### config.mk
export PLATFORM = sky130hd
export DESIGN_NAME = sel_pipe
export DESIGN_NICKNAME = d
export VERILOG_FILES = /design/src/rtl/sel_pipe.sv
export SDC_FILE = /design/constraint.sdc
export NUM_CORES = 1
export LEC_CHECK = 0
export BUFFER_PORTS_ARGS = -buffer_cell sky130_fd_sc_hd__buf_2
export CORE_MARGIN = 10
export CORE_UTILIZATION = 45
export CTS_CLUSTER_SIZE = 30
export DETAILED_ROUTE_END_ITERATION = 12
export PLACE_DENSITY = 0.76
export SYNTH_ARGS = -nofsm -noshare
export SYNTH_HDL_FRONTEND = slang
export SYNTH_SLANG_ARGS = --single-unit
### constraint.sdc
create_clock -name clk -period 2.95 [get_ports clk]
set_clock_uncertainty 0.1 [all_clocks]
set_input_delay 0.295 -clock clk [delete_from_list [all_inputs] [get_ports clk]]
set_output_delay 0.295 -clock clk [all_outputs]
set_load 0.05 [all_outputs]
### src/rtl/sel_pipe.sv
// sel_pipe: registered N-channel select stage with valid/ready handshake and 2-entry skid buffer.
// Define SEL_PIPE_ERR_EN to add the saturating out-of-range select counter err_cnt.
module sel_pipe #(
    parameter int WIDTH = 32,
    parameter int N     = 4,
    parameter int SELW  = 2
) (
    input  logic               clk,
    input  logic               reset,
    input  logic [N*WIDTH-1:0] in_data,
    input  logic [SELW-1:0]    sel,
    input  logic               in_valid,
    output logic               in_ready,
    input  logic               flush,
    output logic [WIDTH-1:0]   out_data,
    output logic [SELW-1:0]    out_sel,
    output logic               out_valid,
    input  logic               out_ready
`ifdef SEL_PIPE_ERR_EN
   ,output logic [7:0]         err_cnt
`endif
);
    typedef enum logic [1:0] {EMPTY, ONE, FULL} state_t;
    state_t state_q, state_d;
    logic [WIDTH-1:0] main_data_q, main_data_d, skid_data_q, skid_data_d, sel_val;
    logic [SELW-1:0]  main_sel_q, main_sel_d, skid_sel_q, skid_sel_d;
    logic             in_ready_q, in_ready_d, acc, xfer;
    // Unused select codes read as zero so an out-of-range sel yields all-zero data.
    logic [WIDTH-1:0] chan [2**SELW];
    for (genvar k = 0; k < 2**SELW; k++) begin : g_chan
        if (k < N) begin : g_in
            assign chan[k] = in_data[k*WIDTH +: WIDTH];
        end else begin : g_zero
            assign chan[k] = '0;
        end
    end
    assign sel_val   = chan[sel];
    assign out_valid = state_q != EMPTY;
    assign out_data  = main_data_q;
    assign out_sel   = main_sel_q;
    assign in_ready  = in_ready_q;
    assign acc       = in_valid && in_ready_q;
    assign xfer      = out_valid && out_ready;
    always_comb begin
        state_d     = state_q;
        main_data_d = main_data_q;
        main_sel_d  = main_sel_q;
        skid_data_d = skid_data_q;
        skid_sel_d  = skid_sel_q;
        case (state_q)
            EMPTY: if (acc) begin
                state_d     = ONE;
                main_data_d = sel_val;
                main_sel_d  = sel;
            end
            ONE: if (acc && !xfer) begin
                state_d     = FULL;
                skid_data_d = sel_val;
                skid_sel_d  = sel;
            end else if (acc) begin
                main_data_d = sel_val;
                main_sel_d  = sel;
            end else if (xfer) begin
                state_d = EMPTY;
            end
            FULL: if (xfer) begin
                state_d     = ONE;
                main_data_d = skid_data_q;
                main_sel_d  = skid_sel_q;
            end
            default: state_d = EMPTY;
        endcase
        if (flush) state_d = EMPTY;
        in_ready_d = state_d != FULL;
    end
    always_ff @(posedge clk) begin
        if (reset) begin
            state_q     <= EMPTY;
            main_data_q <= '0;
            main_sel_q  <= '0;
            skid_data_q <= '0;
            skid_sel_q  <= '0;
            in_ready_q  <= 1'b1;
        end else begin
            state_q     <= state_d;
            main_data_q <= main_data_d;
            main_sel_q  <= main_sel_d;
            skid_data_q <= skid_data_d;
            skid_sel_q  <= skid_sel_d;
            in_ready_q  <= in_ready_d;
        end
    end
`ifdef SEL_PIPE_ERR_EN
    logic [7:0] err_q, err_d;
    assign err_d   = (acc && 32'(sel) >= N && err_q != 8'hff) ? err_q + 8'd1 : err_q;
    assign err_cnt = err_q;
    always_ff @(posedge clk) begin
        if (reset) err_q <= '0;
        else       err_q <= err_d;
    end
`endif
endmodule

* Word level (Yosys, flattened, before mapping)
Cells that the tools add are included.
** Storage, ports and cells
- Output and inout port bits :: 36
- Bits of input ports :: 135
- Word-level logic and storage cells :: 40
- Register bits after elaboration :: 71
** Operators by class
- Bitwise logic cells :: 1
- Mux-type cells :: 18
- $lt $le $gt $ge :: 1
- Equality and inequality tests :: 5
- Reduce and logical (&&, ||, !) cells :: 9
** Operators with widths (count)
- 32-bit two-way mux :: 5
- 32-bit one-hot mux with 3 select lines :: 1
- 32-bit binary-select mux with 2-bit select :: 1
- 2-bit two-way mux :: 9
- 2-bit one-hot mux with 3 select lines :: 2
- 2-bit inequality test, second input constant :: 3
- 3-bit >= comparator, second input constant :: 1
- 1-bit logical AND :: 3
- 2-bit inverter with 3-bit output :: 1
- 3-bit AND reduction :: 1
- 3-bit nonzero test :: 1
- 2-bit by 1-bit equality test with 1-bit output, second input constant :: 1
- 2-bit equality test, second input constant :: 1
- 2-bit zero test :: 1
- 2-bit AND reduction :: 1
- 2-bit nonzero test :: 1
- 1-bit zero test :: 1

* Depth between registers and ports, before layout
Gate-level depths: netlist (run 1).
- Depth in word-level cells :: 8
- Depth in mapped cells :: 7

* Worst setup path before layout (run 1)
Ideal clock, no wire load.
- Kind :: reg2reg
- From :: register in_ready_q, in the netlist in_ready
- To :: register main_data_q[21], in the netlist out_data[21]
- Path slack :: 0.910 ns
- Arrival time :: 1.808 ns
- Buffers on the path :: 1
- Required time :: 2.718 ns
- Period minus slack after synthesis :: 2.040 ns
- Stages on the path, launching flop included :: 6
- Library setup time :: 0.132 ns
- Cell sequence :: dfxtp_1 > nand2_1 > o31a_1 > buf_1 > a2111oi_0 > nor3_1
** On the way
- Cells in the longest elaborated chain, start to end :: 4
- Elaborated cells on any way between the ends :: 7
- Those cells by class :: 1 x eq/ne; 3 x mux; 3 x reduce/logical
** Ends and longest elaborated chain
- from (decl) :: RTL line 27 : logic in_ready_q, in_ready_d, acc, xfer;
- from (signal assigned) :: RTL line 90 : in_ready_q <= in_ready_d;
- 1-bit logical AND * :: RTL line 42 : assign acc = in_valid && in_ready_q;
- 32-bit two-way mux / 1-bit logical AND (equally long branches)
- 32-bit two-way mux / 2-bit inequality test (equally long branches)
- 32-bit one-hot mux with 3 select lines / 3-bit AND reduction (equally long branches)
- to (signal assigned) :: RTL line 86 : main_data_q <= main_data_d;
- to (decl) :: RTL line 25 : logic [WIDTH-1:0] main_data_q, main_data_d, skid_data_q, skid_data_d, sel_val;
Every way passes the cells marked *; elsewhere a longest branch is shown, timed or not. The select of a mux whose other input is x is not followed.
A chain may end at the register's enable or synchronous reset.

* Worst setup path in the final report (run 1)
- From :: register state_q[1]
- To :: register main_data_q[25], in the netlist out_data[25]
** On the way
- Cells in the longest elaborated chain, start to end :: 6
- Elaborated cells on any way between the ends :: 12
- Those cells by class :: 4 x eq/ne; 1 x mux; 7 x reduce/logical
** Ends and longest elaborated chain
- from (decl) :: RTL line 24 : state_t state_q, state_d;
- from (signal assigned) :: RTL line 85 : state_q <= state_d;
- 2-bit nonzero test :: RTL line 38 : assign out_valid = state_q != EMPTY;
- 1-bit logical AND :: RTL line 43 : assign xfer = out_valid && out_ready;
- 1-bit zero test :: RTL line 56 : ONE: if (acc && !xfer) begin
- 1-bit logical AND :: RTL line 56
- 2-bit inequality test (no line)
- 3-bit AND reduction (no line)
Parallel ways exist; a longest one is shown, timed or not.

==> flow_summary.json, run 1 <==
{
  "status": "complete, no violations",
  "crit_required_ps": 3050,
  "worstHoldPathCells": 2,
  "ant_nets": 0,
  "die-area_sq_um": 13500,
  "coreArea_sq_um": 8850,
  "cp_data_arrival_time_ps": 2280,
  "diodes": 0,
  "avgViaCountPerCell": 5.78,
  "p_sw_uw": 784,
  "cts_buffers": 9,
  "ys_ff_latch": 71,
  "post_cts_resized": 0,
  "crit_chain": "nand3b_1 -> o31a_1 -> buf_4 -> a2111oi_1 -> nor3_1",
  "hold_viol": 0,
  "p_leak_nw": 2.41,
  "cts_buffer_depth": 2,
  "gp_congestion": 0.794,
  "clock_latency_ps": 330,
  "period_share": 0.741,
  "fin_nets": 713,
  "grt_util_met1": 0.196,
  "reg2reg_slack_ps": 760,
  "cts_hold_buf": 0,
  "drt_pass1_iterations": 4,
  "seq_power_share": 0.429,
  "synthCells": 436,
  "switching_share": 0.325,
  "syn2layout_area_growth_pct": 23.4,
  "postCtsSetupRepairBufs": 0,
  "num_vias": 3993,
  "grt_pass1_wl_microns": 19400,
  "die_w_microns": 116,
  "r2r-start": "state_q[1]$_SDFF_PP0_",
  "antenna_found_initial": 0,
  "grt_pass1_vias": 4109,
  "peakVddDrop_uv": 204,
  "timing.fmax_mhz": 458,
  "grt_overflow": 0,
  "start_util": 0.469,
  "relSlewSlack": 0.305,
  "cpLargestDelayFamily": "compound AO/OA/AOI/OAI gates",
  "dp_hpwl_microns": 8780,
  "worstHoldEndpoint": "state_q[0]$_SDFF_PP0_",
  "avgSynthCellArea_sq_um": 9.52,
  "slowest_stage": "dfxtp_1",
  "routed_wl_microns": 12400,
  "grt_util_met2": 0.315,
  "portBuffers": 170,
  "rsz0062_at_grt": "no",
  "fin_tns_setup_ps": 0,
  "final_cells": 691,
  "synth_nets": 571,
  "dp.cells": 675,
  "ios": 171,
  "grt_use_total": 0.175,
  "cts-root-buf": "clkbuf_8",
  "r2r-end": "out_data[25]$_SDFFE_PP0P_",
  "clkTransAtPathRegs_ps": 80,
  "crit_buf_inv": 1,
  "die_h_microns": 116,
  "yosys_warnings": 0,
  "yosysSeqAreaShare": 0.342,
  "cp_max_fo": 17,
  "drtIter0Drc": 157,
  "power_density_nw_per_um2": 471,
  "worstSetupPathType": "register to register",
  "slowest_delay_ps": 580,
  "setup_viol": 0,
  "drc": 0,
  "synthesis.area_sq_um": 4150,
  "pwr-share-clk": 0.315,
  "cts.sinks": 71,
  "grt_max_degree": 97,
  "maxSlewViolCount": 0,
  "r2r_cells": 5,
  "endpoint_kind": "register",
  "combPwrFrac": 0.257,
  "hold_start": "flush",
  "maxCapViolCount": 0,
  "rows": 34,
  "tightest_slew_ps": 1040,
  "drive_gt1_frac": 0.345,
  "ys_types": 26,
  "cts_tree": "yes",
  "startpoint_type": "register",
  "min_period_ps": 2190,
  "routedWlPerCell_microns": 18.0,
  "p_int_mw": 1.63,
  "htreeDepth": 3,
  "hp-class": "input port to register",
  "grt_busiest_layer": "met2",
  "use_met3": 0.0522
}
layout make-up:
type                       instances  area (sq um)
multi-input combinational        316          2440
sequential                        71          1420
tap                              108           135
clock buffer                      10           128
fill                             822          3730
clock inverter                     6          61.3
inverter                           1          3.75
timing repair buffer             179           936
per-stage QoR:
stage	hold slack, ps	power (mW)	cell area (sq um)	setup slack, ps	utilization
finish	45.8	2.41	5120	764	0.579
global route	26.5	2.52	5120	558	0.579
CTS	26.0	2.44	5120	792	0.579
detailed placement	362	1.68	4930	715	0.558
global placement	356	1.66	4930	842	0.558
floorplan	272	1.49	4150	910	-
routing by layer:
metal | share of wire | up-vias | routed length [microns]
li1 | - | 1938 | -
met1 | 0.42 | 1905 | 5160
met2 | 0.50 | 138 | 6190
met3 | 0.077 | 12 | 957
met4 | 0.0082 | 0 | 102
met5 | 0 | - | 0
sequential cells by signal (all words and copies together) (netlist names):
signal and count:
state_q 2, skid_sel_q 2, in_ready 1, out_data 32
out_sel 2, skid_data_q 32
cells in the mapped netlist (all sizes together):
| library cell | number | share of area |
|---|---|---|
| a211oi | 2 | 0.0036 |
| clkbuf | 14 | 0.013 |
| o21ai | 1 | 0.0012 |
| nor3 | 66 | 0.080 |
| a22o | 32 | 0.068 |
| nand3b | 1 | 0.0018 |
| mux2i | 101 | 0.24 |
| nand2 | 2 | 0.0018 |
| and2b | 1 | 0.0018 |
| o22a | 1 | 0.0021 |
| buf | 34 | 0.058 |
| o21a | 1 | 0.0018 |
| nor3b | 34 | 0.064 |
| or2 | 1 | 0.0015 |
| o31ai | 1 | 0.0051 |
| nor2 | 37 | 0.033 |
| nor2b | 2 | 0.0048 |
| a2111oi | 32 | 0.070 |
| dfxtp | 71 | 0.34 |
| inv | 1 | 0.00090 |
| o31a | 1 | 0.0021 |
cells in the final DEF (no fill, tap or decap), types with 2 or more instances in the layout:
master	n
nor2_1	36
a211oi_1	2
buf_4	10
nor3b_1	33
a22o_1	32
nand2_1	2
a2111oi_0	25
clkinv_2	3
a2111oi_1	7
mux2i_1	101
dfxtp_1	71
nor3_1	66
clkbuf_8	9
buf_2	168
power by group through the flow:
stage | logic (mW) | clock network [mW] | registers [mW]
floorplan | 0.293 | 0 | 1.19
global placement | 0.605 | 0 | 1.05
detailed placement | 0.623 | 0 | 1.06
CTS | 0.626 | 0.780 | 1.04
global route | 0.673 | 0.809 | 1.04
finish | 0.620 | 0.759 | 1.04
cell families (layout without fill, tap and decap cells):
logic type / after synthesis / in the layout / share of synthesized area
multiplexers: 101 / 101 / 0.244
buffers and inverters: 49 / 196 / 0.0718
AND/OR/NAND/NOR: 144 / 144 / 0.189
AO/OA/AOI/OAI: 71 / 71 / 0.153
flip-flops: 71 / 71 / 0.342
worst max-delay path by stage:
stage	from	to	slack, ps	depth (start not counted)
after global placement	in_valid	out_data[23]$_SDFFE_PP0P_	840	6
after CTS	state_q[1]$_SDFF_PP0_	out_data[22]$_SDFFE_PP0P_	790	5
after detailed placement	sel[0]	out_data[25]$_SDFFE_PP0P_	720	6
final	state_q[1]$_SDFF_PP0_	out_data[25]$_SDFFE_PP0P_	760	5
after floorplan	in_ready$_SDFF_PP1_	out_data[21]$_SDFFE_PP0P_	910	5
after global routing	state_q[1]$_SDFF_PP0_	out_data[20]$_SDFFE_PP0P_	560	5
Power figures use the tool's default switching activity.
==> run 2: changes to the inputs <==
--- a/config.mk
+++ b/config.mk
@@ -5,12 +5,13 @@
 export SDC_FILE = /design/constraint.sdc
 export NUM_CORES = 1
 export LEC_CHECK = 0
+export ABC_AREA = 1
 export BUFFER_PORTS_ARGS = -buffer_cell sky130_fd_sc_hd__buf_2
 export CORE_MARGIN = 10
 export CORE_UTILIZATION = 45
 export CTS_CLUSTER_SIZE = 30
 export DETAILED_ROUTE_END_ITERATION = 12
-export PLACE_DENSITY = 0.76
+export PLACE_DENSITY = 0.78
 export SYNTH_ARGS = -nofsm -noshare
 export SYNTH_HDL_FRONTEND = slang
 export SYNTH_SLANG_ARGS = --single-unit
==> constraint.sdc (replaced) <==
create_clock -name clk -period 1.9 [get_ports clk]
set_clock_uncertainty 0.1 [all_clocks]
set_input_delay 0.19 -clock clk [delete_from_list [all_inputs] [get_ports clk]]
set_output_delay 0.19 -clock clk [all_outputs]
set_load 0.05 [all_outputs]
==> run 2 against run 1 <==
Combinational power grew 60%. Sequential share of layout area is 2.0 points lower. Via count up 23%. Sequential power rose by 55%. Synthesized area rose by 5.6%. Clock power rose by 79%. Sequential cell count unchanged. Utilization increased by 1.0 points. Critical path type unchanged. Largest cell class unchanged. Largest power group unchanged.
==> flow_summary.json, run 2 <==
{
  "die_h_microns": 119,
  "layout_setup_ws_ps": 360,
  "avgViaCountPerCell": 4.79,
  "dp_slack_ps": 387,
  "synthTopCellsByCount": "nand2_1 (200), inv_1 (105), nor2_1 (99)",
  "drt_pass1_iterations": 4,
  "yosysSeqAreaShare": 0.324,
  "synthesis.area_sq_um": 4380,
  "worstSetupPathType": "register to register",
  "reg2reg_slack_ps": 360,
  "power_density_nw_per_um2": 717,
  "antenna_found_initial": 0,
  "maxCapViolCount": 0,
  "cts_buffer_depth": 2,
  "grt_overflow": 0,
  "r2r-start": "state_q[0]$_SDFF_PP0_",
  "layout_common_cells": "nand2_1 (199), buf_2 (170), inv_1 (105)",
  "rsz0062_at_grt": "no",
  "whs_ps": 53.1,
  "gp_congestion": 0.785,
  "coreArea_sq_um": 9370,
  "ys_ff_latch": 71,
  "netlist_top_cells_area": "dfxtp_1 (32%), nand2_1 (17%), nand3_1 (11%)",
  "grt_pass1_vias": 4571,
  "final_common_cell": "nand2_1",
  "cp_data_arrival_time_ps": 1710,
  "relSlewSlack": 0.642,
  "synthFlopType": "dfxtp_1",
  "r2r_cells": 8,
  "ys_types": 18,
  "clkTransAtPathRegs_ps": 70,
  "num_vias": 4892,
  "maxSlewViolCount": 0,
  "min_period_ps": 1540,
  "clock_latency_ps": 330,
  "endpoint_kind": "register",
  "die-area_sq_um": 14100,
  "portBuffers": 170,
  "start_util": 0.468,
  "slowest_stage": "dfxtp_1",
  "final_cells": 1021,
  "syn2layout_area_growth_pct": 26.0,
  "rows": 35,
  "ant_nets": 0,
  "yosys_warnings": 0,
  "drc": 0,
  "avgSynthCellArea_sq_um": 5.95,
  "drtIter0Drc": 226,
  "cts.sinks": 71,
  "grt_pass1_wl_microns": 21300,
  "die_w_microns": 119,
  "status": "complete, no violations",
  "slowest_delay_ps": 390,
  "endpoint": "skid_data_q[2]$_SDFFE_PP0P_",
  "cp_max_fo": 17,
  "crit_required_ps": 2070,
  "synthCells": 737,
  "routed_wl_microns": 13100,
  "htreeDepth": 3,
  "startpoint_type": "register",
  "cts-root-buf": "clkbuf_8",
  "setup_viol": 0,
  "hp-class": "input port to register",
  "p_leak_nw": 2.96,
  "fillers": 962,
  "synth_top_area_share": 0.324,
  "cts_buffers": 9,
  "postSynth.asyncResetShare": 0,
  "timing.fmax_mhz": 649,
  "ios": 171,
  "drive_gt1_frac": 0.267,
  "grt_use_total": 0.176,
  "peakVddDrop_uv": 418,
  "dp.cells": 1004,
  "fin_nets": 1022,
  "cts_tree": "yes",
  "synth_nets": 872,
  "synth-edff-count": 0,
  "diodes": 0,
  "fin_tns_setup_ps": 0,
  "period_share": 0.811,
  "grt_max_degree": 65,
  "tightest_slew_ps": 537,
  "r2r-end": "skid_data_q[2]$_SDFFE_PP0P_",
  "crit_chain": "inv_2 -> nor2_1 -> nand3_2 -> buf_4 -> inv_1 -> buf_4 -> o21ai_0 -> nor2_1",
  "routedWlPerCell_microns": 12.8,
  "postCtsSetupRepairBufs": 0,
  "startpoint": "state_q[0]$_SDFF_PP0_",
  "synth_top_area_cell": "dfxtp_1",
  "dp_hpwl_microns": 9680,
  "hold_viol": 0,
  "synth.most_common_cell": "nand2_1"
}
## run 2: cell count changes in the layout (fill, tap and decap cells not counted), sizes merged, moves of 8 or more
cell     delta
buf         +8
nor3       -66
nand3      +98
nor3b      -34
nor2       +62
a21oi      +69
o21ai      +37
nand2     +201
inv       +107
a22o       -32
a2111oi    -32
mux2i     -101
## run 2: final cells by class
type,instances,area [sq um],area share
inverter,108,405,0.0734
multi-input combinational,509,2300,0.416
clock buffer,13,159,0.0288
clock inverter,3,65.1,0.0118
sequential,71,1420,0.257
tap,129,161,0.0292
timing repair buffer,188,1010,0.184
## run 2: routing by layer
layer / routed length, microns / global-route usage
met5: 0 / 0
met4: 101 / 0.0489
met3: 778 / 0.0452
met2: 6120 / 0.295
met1: 6080 / 0.217
## run 2: worst min-delay path by stage
stage,end,start,depth (start not counted)
after floorplan,in_ready$_SDFF_PP1_,flush,2
after global placement,in_ready$_SDFF_PP1_,flush,3
after detailed placement,in_ready$_SDFF_PP1_,flush,3
after CTS,in_ready$_SDFF_PP1_,out_ready,3
after global routing,in_ready$_SDFF_PP1_,out_ready,3
final,in_ready$_SDFF_PP1_,out_ready,3
## run 2: cell families (layout without fill, tap and decap cells)
group | count (synthesis) | count (layout) | synth area share
buffers and inverters | 157 | 312 | 0.153
and+or+nand+nor | 401 | 401 | 0.374
DFF | 71 | 71 | 0.324
AOI/OAI and AO/OA | 108 | 108 | 0.149
## run 2: per-stage QoR
| stage | utilization | total power, mW | area, sq um |
|---|---|---|---|
| after floorplan | - | 2.34 | 4380 |
| after global placement | 0.564 | 2.63 | 5290 |
| after detailed placement | 0.564 | 2.64 | 5290 |
| after CTS | 0.589 | 3.99 | 5520 |
| after global routing | 0.589 | 4.16 | 5520 |
| final | 0.589 | 3.96 | 5520 |
## run 2: where the power goes
group	internal [mW]	switching [mW]	total (mW)
sequential	1.57	0.0374	1.61
combinational	0.331	0.664	0.995
clock	0.811	0.547	1.36
total	2.71	1.25	3.96
## run 2: critical path, delay by kind of cell, from the launching register on
family	cells	cell delay, ps
simple gates	3	340
flops	1	390
compound gates	1	100
buf+inv	4	550
## run 2: timing repair
| item | 4_1_cts | 5_1_grt |
|---|---|---|
| gates resized for setup | 0 | 0 |
| hold endpoints to repair | 2 | 0 |
| hold buffers | 1 | 0 |
==> run 3: changes to the inputs <==
--- a/config.mk
+++ b/config.mk
@@ -11,7 +11,7 @@
 export CORE_UTILIZATION = 45
 export CTS_CLUSTER_SIZE = 30
 export DETAILED_ROUTE_END_ITERATION = 12
-export PLACE_DENSITY = 0.78
+export PLACE_DENSITY = 0.75
 export SYNTH_ARGS = -nofsm -noshare
 export SYNTH_HDL_FRONTEND = slang
 export SYNTH_SLANG_ARGS = --single-unit
==> constraint.sdc (replaced) <==
create_clock -name clk -period 1.45 [get_ports clk]
set_clock_uncertainty 0.1 [all_clocks]
set_input_delay 0.145 -clock clk [delete_from_list [all_inputs] [get_ports clk]]
set_output_delay 0.145 -clock clk [all_outputs]
set_load 0.05 [all_outputs]
==> run 3 against run 2 <==
Sequential power increased by 31%. Sequential share of layout area decreased by 1.1 points. Final cell count increased by 0.59%. Setup slack got worse by 290 ps. Via count decreased by 0.14%. Critical path type unchanged. Highest routed layer unchanged.
==> flow_summary.json, run 3 (synthesis results as in run 2) <==
{
  "status": "complete, no violations",
  "fin_nets": 1029,
  "layout_common_cells": "nand2_1 (197), buf_2 (169), inv_1 (104)",
  "ant_nets": 0,
  "dp_hpwl_microns": 9840,
  "clock_latency_ps": 340,
  "switching_share": 0.327,
  "cts.sinks": 71,
  "routed_wl_microns": 13800,
  "postLayoutCoreUtil": 0.618,
  "cp_data_arrival_time_ps": 1550,
  "slowest_stage": "dfxtp_2",
  "drtIter0Drc": 240,
  "grt_overflow": 0,
  "period_share": 0.954,
  "p_leak_nw": 3.08,
  "diodes": 0,
  "grt_pass1_wl_microns": 22400,
  "syn2layout_area_growth_pct": 32.2,
  "pwr-share-clk": 0.313,
  "power_density_nw_per_um2": 880,
  "grt_max_degree": 39,
  "start_util": 0.468,
  "cts_buffer_depth": 2,
  "relSlewSlack": 0.788,
  "seq_power_share": 0.413,
  "rsz0062_at_grt": "yes",
  "p_int_mw": 3.43,
  "final_common_cell": "nand2_1",
  "drc": 0,
  "combPwrFrac": 0.275,
  "cp_max_fo": 15,
  "antenna_found_initial": 0,
  "worstSetupPathType": "register to register",
  "gp_congestion": 0.790,
  "hold_viol": 0,
  "fillers": 961,
  "maxSlewViolCount": 0,
  "coreArea_sq_um": 9370,
  "grt_pass1_vias": 4786,
  "min_period_ps": 1380,
  "timing.fmax_mhz": 723,
  "routedWlPerCell_microns": 13.4,
  "htreeDepth": 3,
  "maxCapViolCount": 0,
  "drive_gt1_frac": 0.284,
  "die-area_sq_um": 14100,
  "num_vias": 4885,
  "crit_chain": "inv_2 -> nor2_1 -> nand3_2 -> inv_2 -> buf_12 -> o21ai_0 -> nor2_1",
  "fin_tns_setup_ps": 0,
  "die_w_microns": 119,
  "startpoint_type": "register",
  "clkTransAtPathRegs_ps": 70,
  "cts-root-buf": "clkbuf_8",
  "cts_tree": "yes",
  "crit_required_ps": 1620,
  "grt_use_total": 0.184,
  "setup_viol": 0,
  "tightest_slew_ps": 317,
  "die_h_microns": 119,
  "peakVddDrop_uv": 471,
  "ios": 171,
  "p_sw_mw": 1.67,
  "slowest_delay_ps": 360,
  "cts_buffers": 9,
  "avgViaCountPerCell": 4.76,
  "rows": 35,
  "hp-class": "input port to register",
  "drt_pass1_iterations": 4,
  "portBuffers": 170,
  "endpoint_kind": "register"
}
==> run 3: cell types whose count changed in the layout (fill, tap and decap cells not counted), sizes merged <==
cell         before  now
buf             187  189
bufinv            2    1
clkbuf           13   15
clkinv            1    3
dlygate4sd3       1    2
==> run 3: worst paths after layout <==
check	slack, ps	cells past startpoint	end	startpoint
max	70	7	skid_data_q[13]$_SDFFE_PP0P_	state_q[0]$_SDFF_PP0_
min reg2reg	380	2	skid_sel_q[0]$_SDFFE_PP0P_	skid_sel_q[0]$_SDFFE_PP0P_
min	70	4	state_q[0]$_SDFF_PP0_	in_valid
max reg2reg	70	7	skid_data_q[13]$_SDFFE_PP0P_	state_q[0]$_SDFF_PP0_
==> run 3: final cells by class <==
class                           count  area [sq um]  share of cell area
Timing Repair Buffer              195          1260               0.218
Tap cell                          129           161              0.0279
Sequential cell                    71          1430               0.246
Clock buffer                       11           151              0.0261
Inverter                          108           408              0.0704
Multi-Input combinational cell    509          2340               0.403
Clock inverter                      4          45.0             0.00777
==> run 3: repair_timing <==
action,CTS,global route
hold buffers,2,0
resized for setup,1,17
hold endpoints to repair,3,0
pin swaps,0,2
cloned,0,4
buffers inserted,0,0
setup endpoints to repair,1,67
==> run 3: per-layer routing <==
metal	vias to the layer above	routed length (microns)	global-route usage
met2	137	6580	0.306
met5	-	0	0
met4	0	131	0.0473
li1	2593	-	-
met3	12	792	0.0447
met1	2143	6290	0.231
==> run 3: stage by stage <==
step | instances | hold WS (ps) | power [mW] | setup WS, ps | area (sq um)
4_1_cts | 1024 | 34.6 | 5.09 | 17.8 | 5650
3_3_place_gp | 1007 | 281 | 3.48 | 48.4 | 5430
3_5_place_dp | 1007 | 299 | 3.49 | 42.8 | 5430
5_1_grt | 1027 | 82.5 | 5.40 | -46.1 | 5790
6_report | 1027 | 67.4 | 5.10 | 66.2 | 5790
2_1_floorplan | 737 | 186 | 3.06 | 25.7 | 4390
==> run 3: worst max-delay path: cells and delay by family, from the launching register on <==
family	cells	cell delay (ps)
buffers and inverters	3	350
DFF	1	360
AOI/OAI and AO/OA	1	100
and+or+nand+nor	3	400
==> run 3: power groups by stage <==
stage | clock, mW | sequential [mW] | combinational (mW)
final | 1.59 | 2.11 | 1.40
after global routing | 1.73 | 2.12 | 1.55
after detailed placement | 0 | 2.15 | 1.34
after floorplan | 0 | 2.45 | 0.614
after CTS | 1.63 | 2.11 | 1.35
after global placement | 0 | 2.15 | 1.33
